**config.mk**
```make
export PLATFORM = sky130hd
export DESIGN_NAME = multdiv_sequencer
export DESIGN_NICKNAME = d
export VERILOG_FILES = /design/src/rtl/multdiv_sequencer.sv
export SDC_FILE = /design/constraint.sdc
export NUM_CORES = 1
export LEC_CHECK = 0
export ABC_AREA = 1
export BUFFER_PORTS_ARGS = -buffer_cell sky130_fd_sc_hd__buf_2
export CAP_MARGIN = 20
export CORE_ASPECT_RATIO = 1.2
export CORE_MARGIN = 4
export CORE_UTILIZATION = 55
export CTS_CLUSTER_DIAMETER = 120
export CTS_CLUSTER_SIZE = 24
export DETAILED_ROUTE_END_ITERATION = 6
export PLACE_DENSITY_LB_ADDON = 0.12
export SLEW_MARGIN = 20
export SYNTH_ARGS = -nofsm -noshare
export SYNTH_HDL_FRONTEND = slang
export SYNTH_SLANG_ARGS = --single-unit
```
**constraint.sdc**
```tcl
create_clock -name clock -period 4.1 [get_ports clock]
set_input_delay 0.41 -clock clock [delete_from_list [all_inputs] [get_ports clock]]
set_output_delay 0.41 -clock clock [all_outputs]
set_load 0.05 [all_outputs]
```
**src/rtl/multdiv_sequencer.sv**
```systemverilog
// Control FSM for the iterative multiply/divide datapath: load, ITER step cycles,
// then a one-cycle completion pulse. Iterations are tracked with a Johnson counter.
module multdiv_sequencer #(
  parameter int unsigned ITER = 32,
  parameter int unsigned JW   = ITER / 2
) (
  input  logic          clock,
  input  logic          reset,
  input  logic          ctrl_MULT,
  input  logic          ctrl_DIV,
  input  logic          divisor_zero,
  input  logic          dp_overflow,
  output logic          dp_load,
  output logic          dp_step,
  output logic          dp_is_div,
  output logic [JW-1:0] jcount,
  output logic          busy,
  output logic          data_resultRDY,
  output logic          data_exception
);

  // Johnson pattern of the final step (state index ITER-1): MSB set, rest clear
  localparam logic [JW-1:0] JLAST = JW'(1) << (JW - 1);

  typedef enum logic [1:0] {
    IDLE = 2'd0,
    LOAD = 2'd1,
    RUN  = 2'd2,
    DONE = 2'd3
  } state_t;

  state_t state;

  always_ff @(posedge clock) begin
    if (reset) begin
      state          <= IDLE;
      jcount         <= '0;
      dp_load        <= 1'b0;
      dp_step        <= 1'b0;
      dp_is_div      <= 1'b0;
      busy           <= 1'b0;
      data_resultRDY <= 1'b0;
      data_exception <= 1'b0;
    end else begin
      dp_load        <= 1'b0;
      dp_step        <= 1'b0;
      busy           <= 1'b0;
      data_resultRDY <= 1'b0;
      data_exception <= 1'b0;
      case (state)
        IDLE: begin
          // Multiply has priority when both start pulses coincide
          if (ctrl_MULT || ctrl_DIV) begin
            state     <= LOAD;
            dp_is_div <= !ctrl_MULT;
            jcount    <= '0;
            dp_load   <= 1'b1;
            busy      <= 1'b1;
          end
        end
        LOAD: begin
          if (dp_is_div && divisor_zero) begin
            state          <= DONE;
            data_resultRDY <= 1'b1;
            data_exception <= 1'b1;
          end else begin
            state   <= RUN;
            dp_step <= 1'b1;
            busy    <= 1'b1;
          end
        end
        RUN: begin
          jcount <= {jcount[JW-2:0], ~jcount[JW-1]};
          if (jcount == JLAST) begin
            state          <= DONE;
            data_resultRDY <= 1'b1;
            data_exception <= !dp_is_div && dp_overflow;
          end else begin
            dp_step <= 1'b1;
            busy    <= 1'b1;
          end
        end
        DONE: begin
          state <= IDLE;
        end
        default: begin
          state <= IDLE;
        end
      endcase
    end
  end

endmodule

```
==> flow_summary.toml <==
[outcome]
status = "complete, no violations"

[finish]
fin_nets = 193
stdcell_count = 200
area_delta_synth_final_pct = 16.5
drive_gt1_frac = 0.199
fin_area_sq_mm = 0.00128
final_common_cell = "inv_1"
layout_common_cells = "inv_1 (40), nor2_1 (35), buf_2 (27)"
n_antenna_cell = 0

[timing]
setup_violations = 0
max_slew_margin = 0.580
period_share = 0.411
skew_ns = 0.000815
fin_crit_ns = 1.68
fmax_mhz = 594
slew_violations = 0
rsz0062_at_grt = "no"
tightest_slew_ns = 0.629
setup_tns_ns = 0
final_hold_viol_count = 0

[placed_design]
dp_hpwl_microns = 1590
io_buffers = 27
placedCellCount = 196
gp_congestion = 0.848
placed_cell_area_sq_mm = 0.00123

[drt]
wl_per_cell_microns = 10.5
drcViolationCount = 0
ant_nets = 0
totalWireLength_microns = 2100
drt-pass1-iter-count = 4
vias = 995
dr.first_iter.drc_count = 16
viasPerCell = 4.98

[synthesis]
yosys-top-cells-area = "dfxtp_1 (44%), inv_1 (14%), nor2_1 (12%), o22ai_1 (9.1%), ha_1 (5.7%)"
synth_top_area_share = 0.438
ys_types = 16
syn_avg_cell_area_sq_um = 7.13
yosysSeqAreaShare = 0.438
synth_nets = 165
synth_cells = 154
netlist_area_sq_mm = 0.00110
yosys_warnings = 0
ys_ff_latch = 24
yosys.area.top_type = "dfxtp_1"

[setup_path]
rr_startpoint = "state[0]"
required_ns = 4.31
critPathLaunchType = "flip-flop"
path_delay_family = "compound AO/OA/AOI/OAI gates"
reg2reg_to = "jcount[5]"
cp.arrival_ns = 1.90
rrSetupSlack_ns = 2.42
r2r_cells = 6
path_buf_inv = 2
critical_path.cell_chain = "inv_1, ha_1, o21ai_2, o22ai_1, inv_1, nor2_1"
crit_path_end_kind = "flip-flop"
path_max_fanout = 16
crit_top_cell = "inv_1"
worst_path_largest_cell_delay_ns = 0.52
crit_type = "flip-flop to flip-flop"
cp_slowest_cell = "o21ai_2"

[power_and_ir_drop]
power.total_w = 0.000719
p_leak_nw = 0.601
irDropWorstVdd_mv = 0.377
power.density_mw_per_mm2 = 562

[global_routing]
grt_overflow_total = 0
use_met2 = 0.280
grt_max_degree = 20
first_global_vias = 953
grt_util_met3 = 0.0366
busiest_layer = "met2"
grtUsageMet1 = 0.219
grt_pass1_wl_microns = 3960
grt.total_usage = 0.171
antenna_found_initial = 0

[floorplan]
placeableCoreArea_sq_mm = 0.00187
die_area_sq_mm = 0.00278
initial_core_util = 0.586
io_pins = 28
row_count = 17
die-width_microns = 48.8
die_y_microns = 56.9

[worst_hold_path]
hold_end = "dp_is_div"
hold_path_depth = 2
hp-class = "primary input to flip-flop"
min_from = "ctrl_MULT"

[clocking]
clk_latency_ns = 0.32
cts_hold_buffers = 0
root_buffer = "clkbuf_4"
cts_tree = "done"
cts_buffers = 3
postCtsSetupBuffers = 0
h-tree-depth = 1
clockBufferDepth = 2
clock_sinks = 24
clk_pin_slew_ns = 0.13
post_cts_resized = 0

[job]
drv_cap = 0
-- metrics by stage --
stage,hold slack [ns],setup slack [ns],utilization
after CTS,0.292,2.43,0.683
after detailed placement,0.551,2.44,0.655
after global routing,0.287,2.24,0.683
final,0.294,2.42,0.683
after floorplan,0.500,2.68,-
after global placement,0.536,2.52,0.655
-- state kept, by name, summed over array words and instances, names as in the netlist --
register and count:
data_exception 1, state 2, jcount 16, dp_is_div 1, busy 1, data_resultRDY 1
dp_step 1, dp_load 1
-- cell usage after synthesis --
cell type	number
o22ai_1	16
ha_1	5
buf_6	2
nor3_1	1
nand2_2	2
inv_2	1
nand2_1	13
o21ai_0	2
dfxtp_1	24
a21oi_1	4
nor2_1	35
clkbuf_1	2
inv_1	40
nand3_1	4
o21ai_1	1
o21ai_2	2
-- per-layer routing --
layer,part of all wire,up-vias
met5,0,-
met1,0.44,442
li1,-,527
met4,0.019,0
met2,0.49,21
met3,0.051,5
-- area by class of cell --
cell class | instances | area (sq um)
clock inverters | 1 | 30.0
repair buffers | 27 | 135
inverters | 41 | 154
multi-input cells | 85 | 433
well taps | 19 | 23.8
clock buffers | 3 | 22.5
flip-flops and latches | 24 | 480
fillers | 171 | 593
-- worst register-to-register path: stages (launching register included) --
cell and delay [ns]:
dfxtp_1 0.42, inv_1 0.11, ha_1 0.26, o21ai_2 0.52, o22ai_1 0.14, inv_1 0.09, nor2_1 0.04
-- how the worst max path moves through the flow --
stage,start,to,slack (ns),depth (start not counted)
after floorplan,jcount[15],state[0],2.68,9
after global placement,state[0],jcount[0],2.52,6
after detailed placement,state[0],jcount[15],2.44,6
after CTS,state[0],jcount[15],2.43,6
after global routing,state[0],jcount[1],2.24,7
final,state[0],jcount[5],2.42,6
-- cells by family (layout without fill, tap and decap cells) --
family                     after synthesis  count (layout)  synth area share
adders and majority gates                5               5            0.0570
buffers and inverters                   45              72             0.168
DFF                                     24              24             0.438
and+or+nand+nor                         55              55             0.198
AOI/OAI and AO/OA                       25              25             0.139
-- report_power, final --
| part | switching, W | internal [W] |
|---|---|---|
| Sequential | 0.0000181 | 0.000259 |
| Combinational | 0.000194 | 0.0000751 |
| Clock | 0.0000733 | 0.0000989 |
| Total | 0.000286 | 0.000433 |
(Power assumes the default switching activity.)
